`src/rtl/i2s_pkg.sv`:
```
// i2s_pkg: shared types for the I2S capture front end.
// Channel modes, receiver states and the FIFO level width helper.
package i2s_pkg;

  typedef enum logic [1:0] {
    LEFT,
    RIGHT,
    STEREO,
    MONO_MIX
  } chan_mode_e;

  typedef enum logic [1:0] {
    SYNC,
    WAIT1,
    SHIFT,
    IDLE
  } rx_state_e;

  function automatic int level_w(input int depth);
    return $clog2(depth) + 1;
  endfunction

endpackage

```
`src/rtl/i2s_rx_fifo_sync_fifo.sv`:
```
// sync_fifo: first-word-fall-through FIFO, accepts a push on full when
// a pop happens in the same cycle.
// Ports: push/push_data/push_drop in, pop_ready/pop_valid/pop_data out,
// level = entries held.
module sync_fifo
  import i2s_pkg::*;
#(
  parameter int W     = 25,
  parameter int DEPTH = 16
) (
  input  logic                      clk,
  input  logic                      reset,
  input  logic                      push,
  input  logic [W-1:0]              push_data,
  output logic                      push_drop,
  input  logic                      pop_ready,
  output logic                      pop_valid,
  output logic [W-1:0]              pop_data,
  output logic [level_w(DEPTH)-1:0] level
);

  localparam int AW = $clog2(DEPTH);
  localparam int LW = level_w(DEPTH);

  logic [W-1:0]  mem_q [DEPTH];
  logic [AW-1:0] wr_ptr_q, wr_ptr_d;
  logic [AW-1:0] rd_ptr_q, rd_ptr_d;
  logic [LW-1:0] level_q, level_d;
  logic          full, pop, wr_en;

  assign pop_valid = level_q != '0;
  // Empty FIFO presents zero so outputs are clean after reset.
  assign pop_data  = pop_valid ? mem_q[rd_ptr_q] : '0;
  assign level     = level_q;

  always_comb begin
    full      = level_q == LW'(DEPTH);
    pop       = pop_valid && pop_ready;
    wr_en     = push && (!full || pop);
    push_drop = push && !wr_en;
    wr_ptr_d  = wr_ptr_q + AW'(wr_en);
    rd_ptr_d  = rd_ptr_q + AW'(pop);
    level_d   = level_q + LW'(wr_en) - LW'(pop);
  end

  always_ff @(posedge clk) begin
    if (reset) begin
      wr_ptr_q <= '0;
      rd_ptr_q <= '0;
      level_q  <= '0;
    end else begin
      wr_ptr_q <= wr_ptr_d;
      rd_ptr_q <= rd_ptr_d;
      level_q  <= level_d;
    end
  end

  always_ff @(posedge clk) begin
    if (wr_en) mem_q[wr_ptr_q] <= push_data;
  end

endmodule

```
`src/rtl/i2s_rx_fifo.sv`:
```
// i2s_rx_fifo: I2S receiver with channel filtering/mono mix and sample FIFO.
// Ports: clk, reset (sync, active-high); BCLK/LRCLK/DOUT async I2S inputs;
// m_data/m_chan/m_valid/m_ready sample stream; fifo_level entries held;
// overflow/frame_err sticky flags cleared by err_clr.
module i2s_rx_fifo
  import i2s_pkg::*;
#(
  parameter int SAMPLE_W   = 24,
  parameter int SLOT_W     = 32,
  parameter int CHAN_MODE  = 0,
  parameter int FIFO_DEPTH = 16
) (
  input  logic                           clk,
  input  logic                           reset,
  input  logic                           BCLK,
  input  logic                           LRCLK,
  input  logic                           DOUT,
  output logic [SAMPLE_W-1:0]            m_data,
  output logic                           m_chan,
  output logic                           m_valid,
  input  logic                           m_ready,
  output logic [level_w(FIFO_DEPTH)-1:0] fifo_level,
  output logic                           overflow,
  output logic                           frame_err,
  input  logic                           err_clr
);

  localparam chan_mode_e MODE = chan_mode_e'(CHAN_MODE[1:0]);
  localparam int CW = $clog2(SLOT_W + 1);

  // Synchronisers are left unreset so a reset mid-frame does not
  // fabricate an LRCLK edge when it releases.
  logic [1:0] bclk_sync_q, lrclk_sync_q, dout_sync_q;
  logic       bclk_prev_q, lrclk_prev_q;
  logic       bclk_rise, lr_edge, lrclk_s, dout_s;

  always_ff @(posedge clk) begin
    bclk_sync_q  <= {bclk_sync_q[0], BCLK};
    lrclk_sync_q <= {lrclk_sync_q[0], LRCLK};
    dout_sync_q  <= {dout_sync_q[0], DOUT};
    bclk_prev_q  <= bclk_sync_q[1];
    lrclk_prev_q <= lrclk_sync_q[1];
  end

  assign lrclk_s   = lrclk_sync_q[1];
  assign dout_s    = dout_sync_q[1];
  assign bclk_rise = bclk_sync_q[1] && !bclk_prev_q;
  assign lr_edge   = lrclk_s ^ lrclk_prev_q;

  rx_state_e             state_q, state_d;
  logic [CW-1:0]         cnt_q, cnt_d;
  logic [SAMPLE_W-1:0]   shift_q, shift_d;
  logic                  chan_q, chan_d;
  logic                  word_vld_q, word_vld_d;
  logic [SAMPLE_W-1:0]   left_q, left_d;
  logic                  left_vld_q, left_vld_d;
  logic                  push_q, push_d;
  logic [SAMPLE_W:0]     push_data_q, push_data_d;
  logic                  ovf_q, ovf_d;
  logic                  ferr_q, ferr_d;
  logic                  new_ferr, push_drop;
  logic signed [SAMPLE_W:0] mix_sum;

  always_comb begin
    state_d    = state_q;
    cnt_d      = cnt_q;
    shift_d    = shift_q;
    chan_d     = chan_q;
    word_vld_d = 1'b0;
    new_ferr   = 1'b0;
    unique case (state_q)
      SYNC: if (lr_edge) state_d = WAIT1;
      WAIT1: begin
        // First rise after the word-select change is the I2S delay bit.
        if (bclk_rise && !lr_edge) begin
          state_d = SHIFT;
          cnt_d   = '0;
        end
      end
      SHIFT: begin
        if (lr_edge) begin
          new_ferr = 1'b1;
          state_d  = WAIT1;
        end else if (bclk_rise) begin
          shift_d = {shift_q[SAMPLE_W-2:0], dout_s};
          cnt_d   = cnt_q + CW'(1);
          if (cnt_q == CW'(SAMPLE_W - 1)) begin
            chan_d     = lrclk_s;
            word_vld_d = 1'b1;
            state_d    = IDLE;
          end
        end
      end
      IDLE: if (lr_edge) state_d = WAIT1;
      default: state_d = SYNC;
    endcase
  end

  // shift_q holds the finished word while in IDLE, so it serves as the
  // capture latch for the push stage one clk later.
  always_comb begin
    mix_sum = $signed({shift_q[SAMPLE_W-1], shift_q})
            + $signed({left_q[SAMPLE_W-1], left_q});
    left_d      = left_q;
    left_vld_d  = left_vld_q;
    push_d      = 1'b0;
    push_data_d = push_data_q;
    if (word_vld_q) begin
      unique case (MODE)
        LEFT: begin
          push_d      = !chan_q;
          push_data_d = {1'b0, shift_q};
        end
        RIGHT: begin
          push_d      = chan_q;
          push_data_d = {1'b1, shift_q};
        end
        STEREO: begin
          push_d      = 1'b1;
          push_data_d = {chan_q, shift_q};
        end
        MONO_MIX: begin
          if (!chan_q) begin
            left_d     = shift_q;
            left_vld_d = 1'b1;
          end else begin
            left_vld_d  = 1'b0;
            push_d      = left_vld_q;
            push_data_d = {1'b0, SAMPLE_W'(mix_sum >>> 1)};
          end
        end
        default: ;
      endcase
    end
  end

  always_comb begin
    ovf_d  = (ovf_q && !err_clr) || push_drop;
    ferr_d = (ferr_q && !err_clr) || new_ferr;
  end

  always_ff @(posedge clk) begin
    if (reset) begin
      state_q     <= SYNC;
      cnt_q       <= '0;
      shift_q     <= '0;
      chan_q      <= 1'b0;
      word_vld_q  <= 1'b0;
      left_q      <= '0;
      left_vld_q  <= 1'b0;
      push_q      <= 1'b0;
      push_data_q <= '0;
      ovf_q       <= 1'b0;
      ferr_q      <= 1'b0;
    end else begin
      state_q     <= state_d;
      cnt_q       <= cnt_d;
      shift_q     <= shift_d;
      chan_q      <= chan_d;
      word_vld_q  <= word_vld_d;
      left_q      <= left_d;
      left_vld_q  <= left_vld_d;
      push_q      <= push_d;
      push_data_q <= push_data_d;
      ovf_q       <= ovf_d;
      ferr_q      <= ferr_d;
    end
  end

  sync_fifo #(
    .W     (SAMPLE_W + 1),
    .DEPTH (FIFO_DEPTH)
  ) u_fifo (
    .clk       (clk),
    .reset     (reset),
    .push      (push_q),
    .push_data (push_data_q),
    .push_drop (push_drop),
    .pop_ready (m_ready),
    .pop_valid (m_valid),
    .pop_data  ({m_chan, m_data}),
    .level     (fifo_level)
  );

  assign overflow  = ovf_q;
  assign frame_err = ferr_q;

endmodule

```
`config.mk`:
```
export PLATFORM = sky130hd
export DESIGN_NAME = i2s_rx_fifo
export DESIGN_NICKNAME = d
export VERILOG_FILES = /design/src/rtl/i2s_pkg.sv /design/src/rtl/i2s_rx_fifo_sync_fifo.sv /design/src/rtl/i2s_rx_fifo.sv
export SDC_FILE = /design/constraint.sdc
export NUM_CORES = 1
export LEC_CHECK = 0
export CORE_MARGIN = 2
export CORE_UTILIZATION = 60
export DETAILED_ROUTE_END_ITERATION = 16
export PLACE_DENSITY_LB_ADDON = 0.25
export SKIP_LAST_GASP = 1
export SLEW_MARGIN = 10
export SYNTH_ARGS = -nofsm -noshare
export SYNTH_HDL_FRONTEND = slang
export SYNTH_SLANG_ARGS = --single-unit
```
`constraint.sdc`:
```
create_clock -name clk -period 5.7 [get_ports clk]
set_input_delay 1.14 -clock clk [delete_from_list [all_inputs] [get_ports clk]]
set_output_delay 1.14 -clock clk [all_outputs]
set_load 0.05 [all_outputs]
```
### Word level (Yosys, flattened, before mapping)

Memory sizes are Yosys's and may differ from the RTL's. A register that Yosys moved wholly into a read port is not among the register bits.
Cells that the tools add are included.

* register bits after elaboration: 82
* latch bits: 0
* memory bits (writable): 384
* ROM bits: 0
* word-level logic and storage cells: 82
* memories: 1

Memories
* u_fifo.mem_q: depth 16, width 24, read ports 1, clocked after Yosys merged registers in 1, wr ports 1, line i2s_rx_fifo_sync_fifo.sv:25 `logic [W-1:0] mem_q [DEPTH];`

* add/subtract/negate cells: 5
* multiply operators: 0
* div/mod/pow operators: 0
* magnitude comparators: 0
* eq/ne operators: 11
* shift operators: 0
* multiplexer cells: 17
* bitwise logic cells: 5
* reduce and logical (&&, ||, !) cells: 26

Operators with widths (number)
* $mux 25: 1
* $mux 6: 3
* $pmux 6 s2: 1
* $reduce_and 4->1: 3
* $mux 2: 5
* $add 4x1->4: 2
* $logic_and 1x1->1: 7
* $add 6x1->6 const B: 1
* $eq 6x5->1 const B: 1
* $logic_not 1->1: 6
* $ne 2x2->1 const B: 3
* $ne 3x3->1 const B: 2
* $pmux 2 s3: 1
* $add 5x1->5: 1
* $eq 5x5->1 const B: 1
* $mux 1: 5
* $reduce_bool 5->1: 1
* $sub 5x1->5: 1
* $eq 2x2->1 const B: 2
* $mux 4: 1
* $not 1->1: 4
* $reduce_or 2->1: 2
* $reduce_or 4->1: 1
* $logic_or 1x1->1: 3
* 6 further kinds: 6

### Depth between registers and ports, before layout

Gate-level depths: netlist of the first run.

* depth after elaboration: 7
* gate-level depth with buffers: 13

### By module

From an unflattened synthesis of the first run, not the netlist that was laid out.

* cells, all modules: 1026
* area total of the unflattened synthesis: 18745.5 µm²

By module, submodules not included
* sync_fifo: times used 1, cells an instance 754, area each 16211.8 µm², sequential area each 12271.8 µm²
* i2s_rx_fifo: times used 1, cells an instance 272, area each 2533.7 µm², sequential area each 1381.3 µm²

### Worst setup path before layout of the first run

OpenSTA, ideal clock, no wires.

* path kind: input port to flip-flop
* start point: input m_ready
* end point: memory u_fifo.mem_q[0][0] (netlist name) (enable)
* arrival time: 3.442 ns
* data required time: 5.265 ns
* slack: 1.823 ns
* stages: 3
* buffers on the path: 0
* cells stage by stage: o31a_1 or3b_1 nor3_1

* cells in the longest elaborated chain, start to end: 5

Ends and longest elaborated chain
* from (decl): line i2s_rx_fifo.sv:21 `input logic m_ready,`
* $logic_and 1x1->1: line i2s_rx_fifo_sync_fifo.sv:38 `pop = pop_valid && pop_ready;`
* $logic_or 1x1->1: line i2s_rx_fifo_sync_fifo.sv:39 `wr_en = push && (!full || pop);`
* $logic_and 1x1->1: line i2s_rx_fifo_sync_fifo.sv:39
* $mux 1: line i2s_rx_fifo_sync_fifo.sv:59 `if (wr_en) mem_q[wr_ptr_q] <= push_data;`
* $mux 1 (implied by the code): line i2s_rx_fifo_sync_fifo.sv:59
* to (decl): line i2s_rx_fifo_sync_fifo.sv:25

No other way between the ends.

==> run metrics, run 1 <==
Net Count, Synth 963; Mean Syn Cell Area 18.96 sq um; Slew headroom 16.26%; Worst setup EP type output port; number of port buffers 38; router iterations before antenna repair 5; Max Clock Skew 0.01179 ns; worst setup path start u_fifo.rd_ptr_q[1]; Leak Pwr 6.360 nW; PostCTS Resize Cnt 0; NumNets Final 1012; post-synthesis simple-gate area fraction 3.804%; vias per std cell 6.169; GPL Wtd Cong 0.7368; CP Data Required Time 4.56 ns; main combinational cell family by area after synthesis multiplexers; Placeable Area 29480 sq um; top-count cell post-synth edfxtp_1; Switching Share 27.45%; reg2reg path depth 12; Seq cells post-synth 466; yosys warns 0; layout cells sized above 1 20.04%; Clk pwr share 33.7%; synth top area cells edfxtp_1 65%, mux4_2 12%, dfxtp_1 9.2%, mux2i_1 4.0%, nand2_1 1.1%; Switch Pwr 2.325 mW; maximum vdd drop 516.5 uV; # IOs 40; DR vias 8748; synth unique cells 51; portion of netlist area occupied by mux cells 16.20%; Flop pwr share 44.7%; Sink Count 466; Antenna Cells 0; Final Max Tran Viols 0; initial antenna violation count 0; FF-to-FF Start u_fifo.level[2]; synthesized area 17860 sq um; leading area contributor after synthesis edfxtp_1; Min-Delay Path Class flip-flop to flip-flop; Die ar. 31160 sq um; # rows 63; Final Hold Viols 0; Final Instance Count excl. Fillers 1418; Post-DRT Antenna Nets 0; CP Capture Point m_data[19]; vias in the first global route 8890; EDFF count, synth 384; first-pass GRT wire length 52790 um; Seq/Total Area, Yosys 73.75%; TritonCTS clock tree yes; pin count of the biggest net entering global routing 47; die width 176.5 um; Achievable Freq 217.9 MHz; cts bufs inserted 45; initial core utilization 60.58%; hold buffers post-CTS 0; H-tree levels 2; routed len/inst 24.33 um; Int Pwr 6.144 mW; DRT iter0 DRCs 914; critical path launch point type flip-flop; Max Cap Violations 0; Post-synth top flop edfxtp_1; Root Buffer clkbuf_16; Clock transition at path regs 0.06 ns; CP max FO 33; Post-synth top cells 384 x edfxtp_1, 96 x mux4_2, 82 x dfxtp_1, 72 x mux2i_1; Compound-Gate Fraction of Synth Area 2.529%; area share of the largest cell type after synthesis 64.56%; Post-Synthesis Cells 942; final setup TNS 0 ns; Detailed Route WL 34500 um; total power draw 8.469 mW; GRT Overall Usage 23.01%; capturing point of the worst reg2reg path u_fifo.level[4]; Die Y 176.5 um; XOR/XNOR share of the synthesized area 0.4834%; status finished clean; dpl cells 1334; Least-Margin Pin Slew 1.253 ns; crit path DAT 3.45 ns; adder-cell share of the synthesized area 1.023%; Final Util 68.10%; unrepaired setup endpoints after global routing false; CTS max path bufs 3; Post-synth ARST share 0%; combinational power share 21.6%; Tmin final 4.590 ns; CP Class flip-flop to output port; # Post-CTS Setup Buffers 0; remaining routing DRC violations 0; period utilization 80.52%; Area Overhead vs Synth 12.40%; reg-to-reg setup timing slack 2.62 ns; P per Cell Area 421.9 nW/um^2; WHS 0.3285 ns; gr ovfl total 0; clock latency on the worst-skew pair 0.54 ns; HPWL after detailed placement 17790 um; final setup vio count 0
## layout by cell type, fill, tap and decap left out, types with 3 or more instances in the layout
master and count:
a21o_1 3, a21oi_1 31, and3_1 4, buf_4 17, clkbuf_1 20, clkbuf_16 47, clkbuf_8 5, clkdlybuf4s50_1 37
clkinv_2 6, dfxtp_1 79, dfxtp_4 3, edfxtp_1 384, ha_1 13, inv_1 10, mux2i_1 72, mux4_2 96
nand2_1 50, nand3_1 5, nand4_1 3, nor2_1 38, nor2_4 12, nor2b_1 8, nor3_1 5, nor3_2 4
o211a_1 4, o22ai_1 24, xnor2_1 5, xor2_1 3
## how the worst min path moves through the flow
stage	startpoint	endpoint	cells after the start
3_5_place_dp	bclk_sync_q[0]	bclk_sync_q[1]	0
3_3_place_gp	dout_sync_q[0]	dout_sync_q[1]	0
2_1_floorplan	bclk_sync_q[0]	bclk_sync_q[1]	0
4_1_cts	bclk_sync_q[0]	bclk_sync_q[1]	0
6_report	dout_sync_q[0]	dout_sync_q[1]	0
5_1_grt	dout_sync_q[0]	dout_sync_q[1]	0
## power by group through the flow
stage / Sequential [mW] / Clock, mW / Combinational (mW)
after floorplan: 3.82 / 0 / 1.46
after global placement: 3.86 / 0 / 1.83
after detailed placement: 3.86 / 0 / 1.84
after CTS: 3.79 / 2.89 / 1.85
after global routing: 3.80 / 3.02 / 1.94
final: 3.79 / 2.86 / 1.83
## area by class of cell
type	count	area, sq um
Timing Repair Buffer	56	523.0
Clock inverter	12	115.1
Clock buffer	72	1320
Fill cell	1878	9405
Tap cell	390	488.0
Multi-Input combinational cell	412	4408
Sequential cell	466	13180
Inverter	10	37.54
## worst max-delay path, cell delays in order, from the launching register on
cell and delay, ns:
dfxtp_4 0.72, buf_4 0.59, mux4_2 0.58, mux2i_1 0.16, o22ai_1 0.11, clkdlybuf4s50_1 0.74
## per-stage QoR
| stage | worst slack (ns) | area, sq um |
|---|---|---|
| finish | 1.110 | 20080 |
| global route | 0.9066 | 20080 |
| CTS | 1.049 | 20080 |
| detailed placement | 1.632 | 18640 |
| global placement | 1.644 | 18640 |
| floorplan | 1.823 | 17860 |
## logic make-up (layout without fill, tap and decap cells)
| family | Yosys count | count (layout) |
|---|---|---|
| flops | 466 | 466 |
| mux | 169 | 169 |
| simple gates | 147 | 147 |
| compound gates | 72 | 72 |
| buf+inv | 64 | 150 |
| fa+ha+maj | 14 | 14 |
| xor+xnor | 9 | 9 |
| other cells | 1 | 1 |
## registers in the layout (all words and copies together), names as in the netlist
| name | count |
|---|---|
| bclk_prev_q | 1 |
| bclk_sync_q | 2 |
| chan_q | 1 |
| cnt_q | 6 |
| dout_sync_q | 2 |
| frame_err | 1 |
| lrclk_prev_q | 1 |
| lrclk_sync_q | 2 |
| overflow | 1 |
| push_data_q | 24 |
| push_q | 1 |
| shift_q | 24 |
| state_q | 2 |
| u_fifo.level | 5 |
| u_fifo.mem_q | 384 |
| u_fifo.rd_ptr_q | 4 |
| u_fifo.wr_ptr_q | 4 |
| word_vld_q | 1 |
## routing by layer
metal  up-vias  GRT usage, %  part of all wire, %
li1       3840             -                    -
met1      4507         33.81                   42
met2       328         36.31                   48
met3        73         3.467                  6.5
met4         0         7.231                  2.7
met5         -             0                    0
(Power assumes the default switching activity.)
==> run 2, diff against run 1 <==
- CORE_UTILIZATION: 60 -> 55
- clock period: 5.7 -> 4.1 ns (I/O delays scaled with it)
==> run 2 against run 1 <==
  * First-iteration DRC count shrank 13%
  * Clock-buffer cell count is the same
  * Critical path depth grew 2
  * Critical endpoint is now m_data[21]
  * Core utilization shrank 3.9 points
  * Via count shrank 1.1%
  * Sequential cell count is the same
  * Clock power grew 43%
  * Largest cell class unchanged
  * Clock skew is essentially flat
  * Non-clock buffer count grew 20
  * Final cell count grew 4.7%
  * Worst setup slack lost 0.92 ns
==> run metrics, run 2 (synthesis results as in run 1) <==
crit path DAT 3.09 ns (-0.36 ns); Worst setup EP type output port; Sink Count 466 (unchanged); HPWL after detailed placement 18890 um (+6.2%); Multi-input gate area 4418 sq um (+0.23%); period utilization 95.25%; routed len/inst 23.06 um (-5.2%); most flop-heavy register u_fifo.mem_q; Post-Place Setup Slack 0.6159 ns (-1.016 ns); router iterations before antenna repair 5 (unchanged); Detailed Route WL 34250 um (-0.73%); # rows 65 (+3.2%); max FFs per register 384 (unchanged); Min-Delay Path Class flip-flop to flip-flop; capturing point of the worst reg2reg path u_fifo.level[4]; Die ar. 33930 sq um (+8.9%); Leak Pwr 6.536 nW (+2.8%); final setup TNS 0 ns (unchanged); Final Hold Viols 0 (unchanged); GPL Wtd Cong 0.7136 (-3.1%); Hold Crit Depth 0 (unchanged); number of port buffers 38 (unchanged); FF-to-FF Start u_fifo.level[3]; Final Instance Count excl. Fillers 1485 (+4.7%); remaining routing DRC violations 0 (unchanged); DR vias 8654 (-1.1%); NumNets Final 1033 (+2.1%); reg2reg path depth 13 (+1); dpl cells 1399 (+4.9%); clock latency on the worst-skew pair 0.54 ns (about the same); critical path launch point type flip-flop; # IOs 40 (unchanged); CP Data Required Time 3.28 ns (-1.28 ns); vias per std cell 5.828 (-5.5%); GRT Overall Usage 21.29% (-1.7 points); Placeable Area 31800 sq um (+7.9%); Largest regs u_fifo.mem_q: 384 flops, push_data_q: 24 flops, shift_q: 24 flops; Die Y 184.2 um (+4.3%); Max Clock Skew 0.01136 ns (-0.0004293 ns); Hold Crit Endpoint dout_sync_q[1]; die width 184.2 um (+4.3%); maximum vdd drop 585.5 uV (+13%); CP max FO 13 (-61%); H-tree levels 2 (unchanged); final setup vio count 0 (unchanged); Slew headroom 29.92% (+14 points); Antenna Cells 0 (unchanged); status finished clean; Area Overhead vs Synth 14.34%; gr ovfl total 0 (unchanged); commonest cells after routing, fill and taps aside 384 x edfxtp_1, 96 x mux4_2, 79 x dfxtp_1; register area 13180 sq um (unchanged); TritonCTS clock tree yes; reg-to-reg setup timing slack 0.82 ns (-1.80 ns); WHS 0.3259 ns (-0.002594 ns); cts bufs inserted 46 (+2.2%); unrepaired setup endpoints after global routing false; Achievable Freq 256.1 MHz; first-pass GRT wire length 53100 um (+0.59%); DRT iter0 DRCs 799 (-13%); Final Max Tran Viols 0 (unchanged); total power draw 12.03 mW (+42%); Layout fillers 2148 (+14%); vias in the first global route 8994 (+1.2%); Least-Margin Pin Slew 1.051 ns (-0.2020 ns); Clock transition at path regs 0.05 ns (about the same); Hold Startpoint dout_sync_q[0]; P per Cell Area 588.9 nW/um^2 (+40%); CP Class flip-flop to output port; layout cells sized above 1 22.29% (+2.2 points); pin count of the biggest net entering global routing 55 (+17%); CTS max path bufs 3 (unchanged); Tmin final 3.905 ns; Post-DRT Antenna Nets 0 (unchanged); worst setup margin 0.1949 ns (-0.9152 ns); commonest non-fill, non-tap cell in the layout edfxtp_1; Max Cap Violations 0 (unchanged); initial core utilization 56.17% (-4.4 points); initial antenna violation count 0 (unchanged); Root Buffer clkbuf_16
-- run 2: worst max-delay path by stage --
stage                       startpoint                  to  slack [ns]  depth (start not counted)
global placement       u_fifo.level[2]          m_data[22]        0.65                          7
finish                 u_fifo.level[3]          m_data[21]        0.19                          7
detailed placement     u_fifo.level[2]          m_data[22]        0.62                          7
CTS                    u_fifo.level[3]          m_data[22]       0.004                          7
global route        u_fifo.rd_ptr_q[1]           m_data[3]        0.04                          5
floorplan              u_fifo.level[2]  u_fifo.mem_q[0][0]        0.23                          6
-- run 2: power breakdown --
part / leakage [nW] / total, mW / internal, mW / switching (mW)
combinational: 1.57 / 2.70 / 1.17 / 1.53
clock: 0.742 / 4.10 / 2.43 / 1.67
sequential: 4.22 / 5.22 / 5.10 / 0.117
-- run 2: critical path: stages, from the launching register on --
cell and delay [ns]:
dfxtp_1 0.32, inv_1 0.07, ha_1 0.14, or4b_1 0.60, nand2b_4 0.29, buf_4 0.24
o22ai_1 0.12, clkdlybuf4s50_1 0.74
-- run 2: what timing repair did --
| action | CTS | global route |
|---|---|---|
| hold buffers | 0 | 0 |
| setup endpoints to repair | 0 | 2 |
| resized for setup | 0 | 3 |
| buffers inserted | 0 | 0 |
-- run 2: final cells by class --
| type | instances | area share [%] |
|---|---|---|
| clock inverters | 14 | 0.4901 |
| inverters | 10 | 0.1838 |
| well taps | 435 | 2.665 |
| repair buffers | 76 | 3.553 |
| clock buffers | 72 | 6.917 |
| flip-flops and latches | 466 | 64.56 |
| multi-input cells | 412 | 21.63 |
-- run 2: per-layer routing --
metal  vias up  wire length (um)  share of wire [%]  GRT usage (%)
li1       3876                 -                  -              -
met1      4495             14900                 44          29.38
met2       228             16880                 49          35.62
met3        55              1756                5.1          3.478
met4         0               710                2.1          5.888
met5         -                 0                  0              0
-- run 2: stage by stage --
| step | utilization (%) | instance area [sq um] |
|---|---|---|
| 4_1_cts | 64.18 | 20410 |
| 3_5_place_dp | 59.43 | 18900 |
| 3_3_place_gp | 59.43 | 18900 |
| 2_1_floorplan | - | 17860 |
| 6_report | 64.22 | 20420 |
| 5_1_grt | 64.22 | 20420 |
==> run 3, diff against run 2 <==
- CORE_MARGIN: 2 -> not set
==> run 3 against run 2 <==
  * Final cell count down 2.6%
  * Largest power group unchanged
  * Clock-buffer cell count unchanged
  * Combinational power about the same
  * Fmax down 1.6%
  * Non-clock buffer count fell by 4
  * Worst hold slack is essentially flat
  * Clock skew about the same
  * Core utilization is 0.16 points higher
==> run metrics, run 3 (synthesis results as in run 1) <==
status finished clean; Post-DRT Antenna Nets 0 (unchanged); final setup vio count 0 (unchanged); CP max FO 13 (unchanged); reg2reg path depth 12 (-1); commonest non-fill, non-tap cell in the layout edfxtp_1; WHS 0.3260 ns (+0.0001090 ns); Die ar. 33200 sq um (-2.2%); vias per std cell 5.979 (+2.6%); Sink Count 466 (unchanged); # rows 65 (unchanged); H-tree levels 2 (unchanged); unrepaired setup endpoints after global routing false; critical path launch point type flip-flop; routed len/inst 23.64 um (+2.5%); initial core utilization 56.31% (+0.14 points); first-pass GRT wire length 53220 um (+0.22%); Clock transition at path regs 0.06 ns (about the same); Max Clock Skew 0.01116 ns (-0.0001923 ns); Antenna Cells 0 (unchanged); final setup TNS 0 ns (unchanged); commonest cells after routing, fill and taps aside 384 x edfxtp_1, 96 x mux4_2, 79 x dfxtp_1; HPWL after detailed placement 19450 um (+2.9%); Hold Startpoint bclk_sync_q[0]; Cell Area, Placed 18890 sq um (about the same); Slew headroom 25.74% (-4.2 points); DRT iter0 DRCs 913 (+14%); Leak Pwr 6.609 nW (+1.1%); CP Data Required Time 3.28 ns (about the same); gr ovfl total 0 (unchanged); cts bufs inserted 45 (-2.2%); # IOs 40 (unchanged); Worst setup EP type output port; router iterations before antenna repair 5 (unchanged); total power draw 12.04 mW (about the same); P per Cell Area 589.4 nW/um^2 (about the same); Final Instance Area 20420 sq um (unchanged); DR vias 8645 (-0.10%); Hold Crit Depth 0 (unchanged); Area Overhead vs Synth 14.34% (unchanged); TritonCTS clock tree yes; Tmin final 3.968 ns (+0.06317 ns); # Post-CTS Setup Buffers 0 (unchanged); number of port buffers 38 (unchanged); period utilization 96.79% (+1.5 points); maximum vdd drop 587.8 uV (+0.39%); Root Buffer clkbuf_16; crit path DAT 3.15 ns (+0.06 ns); CP Class flip-flop to output port; GRT Overall Usage 21.47% (+0.18 points); layout cells sized above 1 21.65% (-0.64 points); initial antenna violation count 0 (unchanged); clock latency on the worst-skew pair 0.54 ns (about the same); Final Max Tran Viols 0 (unchanged); die width 182.2 um (-1.1%); GPL Wtd Cong 0.7575 (+6.2%); NumNets Final 1028 (-0.48%); Placeable Area 31720 sq um (-0.26%); Min-Delay Path Class flip-flop to flip-flop; reg-to-reg setup timing slack 0.93 ns (+0.11 ns); remaining routing DRC violations 0 (unchanged); Max Cap Violations 0 (unchanged); Least-Margin Pin Slew 1.114 ns (+0.06280 ns); Final Hold Viols 0 (unchanged); FF-to-FF Start u_fifo.level[2]; Hold Crit Endpoint bclk_sync_q[1]; Achievable Freq 252.0 MHz (-1.6%); CTS max path bufs 3 (unchanged); max FFs per register 384 (unchanged); capturing point of the worst reg2reg path u_fifo.level[4]; pin count of the biggest net entering global routing 59 (+7.3%); most flop-heavy register u_fifo.mem_q; Largest regs u_fifo.mem_q: 384 flops, push_data_q: 24 flops, shift_q: 24 flops; vias in the first global route 8946 (-0.53%); Die Y 182.2 um (-1.1%); Detailed Route WL 34190 um (-0.16%)
-- run 3: changes by cell type in the layout (fill, tap and decap cells not counted), moves of 5 or more --
cell	delta
buf_12	+5
dlymetal6s2s_1	+7
clkbuf_1	+5
buf_4	-9
clkdlybuf4s50_1	-7
-- run 3: worst max-delay path: stages (launching register included) --
cell	delay [ns]
dfxtp_1	0.32
inv_1	0.08
ha_1	0.15
or4b_1	0.65
nand2b_4	0.31
buf_4	0.28
o22ai_1	0.11
clkdlybuf4s50_1	0.70
-- run 3: per-stage QoR --
stage          cells  worst slack, ns  util (%)
5_1_grt         1446         0.003106     64.39
3_5_place_dp    1362           0.5921     59.55
4_1_cts         1446          0.01286     64.29
2_1_floorplan    942           0.2320         -
3_3_place_gp    1362           0.6015     59.55
6_report        1446           0.1317     64.39
-- run 3: layout make-up --
class / count / area, sq um
Clock inverter: 12 / 163.9
Inverter: 10 / 37.54
Tap cell: 402 / 503.0
Sequential cell: 466 / 13180
Fill cell: 2126 / 11300
Multi-Input combinational cell: 412 / 4418
Clock buffer: 72 / 1340
Timing Repair Buffer: 72 / 775.7
-- run 3: per-layer routing --
layer	vias to the layer above	wire, um	global-route usage (%)
met2	251	16890	35.56
met5	-	0	0
met4	0	730	5.882
met3	55	1943	3.432
li1	3870	-	-
met1	4469	14630	29.93
-- run 3: repair_timing --
action	CTS	global route
resized for setup	0	10
hold buffers	0	0
endpoints found under the setup margin	0	12
-- run 3: worst max-delay path by stage --
stage               cells after the start                  to  slack (ns)             from
CTS                                     7          m_data[21]        0.01  u_fifo.level[3]
finish                                  7          m_data[20]        0.13  u_fifo.level[2]
floorplan                               6  u_fifo.mem_q[0][0]        0.23  u_fifo.level[2]
global route                            7          m_data[20]       0.003  u_fifo.level[3]
detailed placement                      7          m_data[16]        0.59  u_fifo.level[2]
global placement                        7          m_data[21]        0.60  u_fifo.level[2]
-- run 3: power breakdown --
| group | leakage, nW | internal (mW) | switching (mW) |
|---|---|---|---|
| logic | 1.65 | 1.16 | 1.56 |
| registers | 4.22 | 5.10 | 0.0669 |
| clock network | 0.739 | 2.49 | 1.66 |
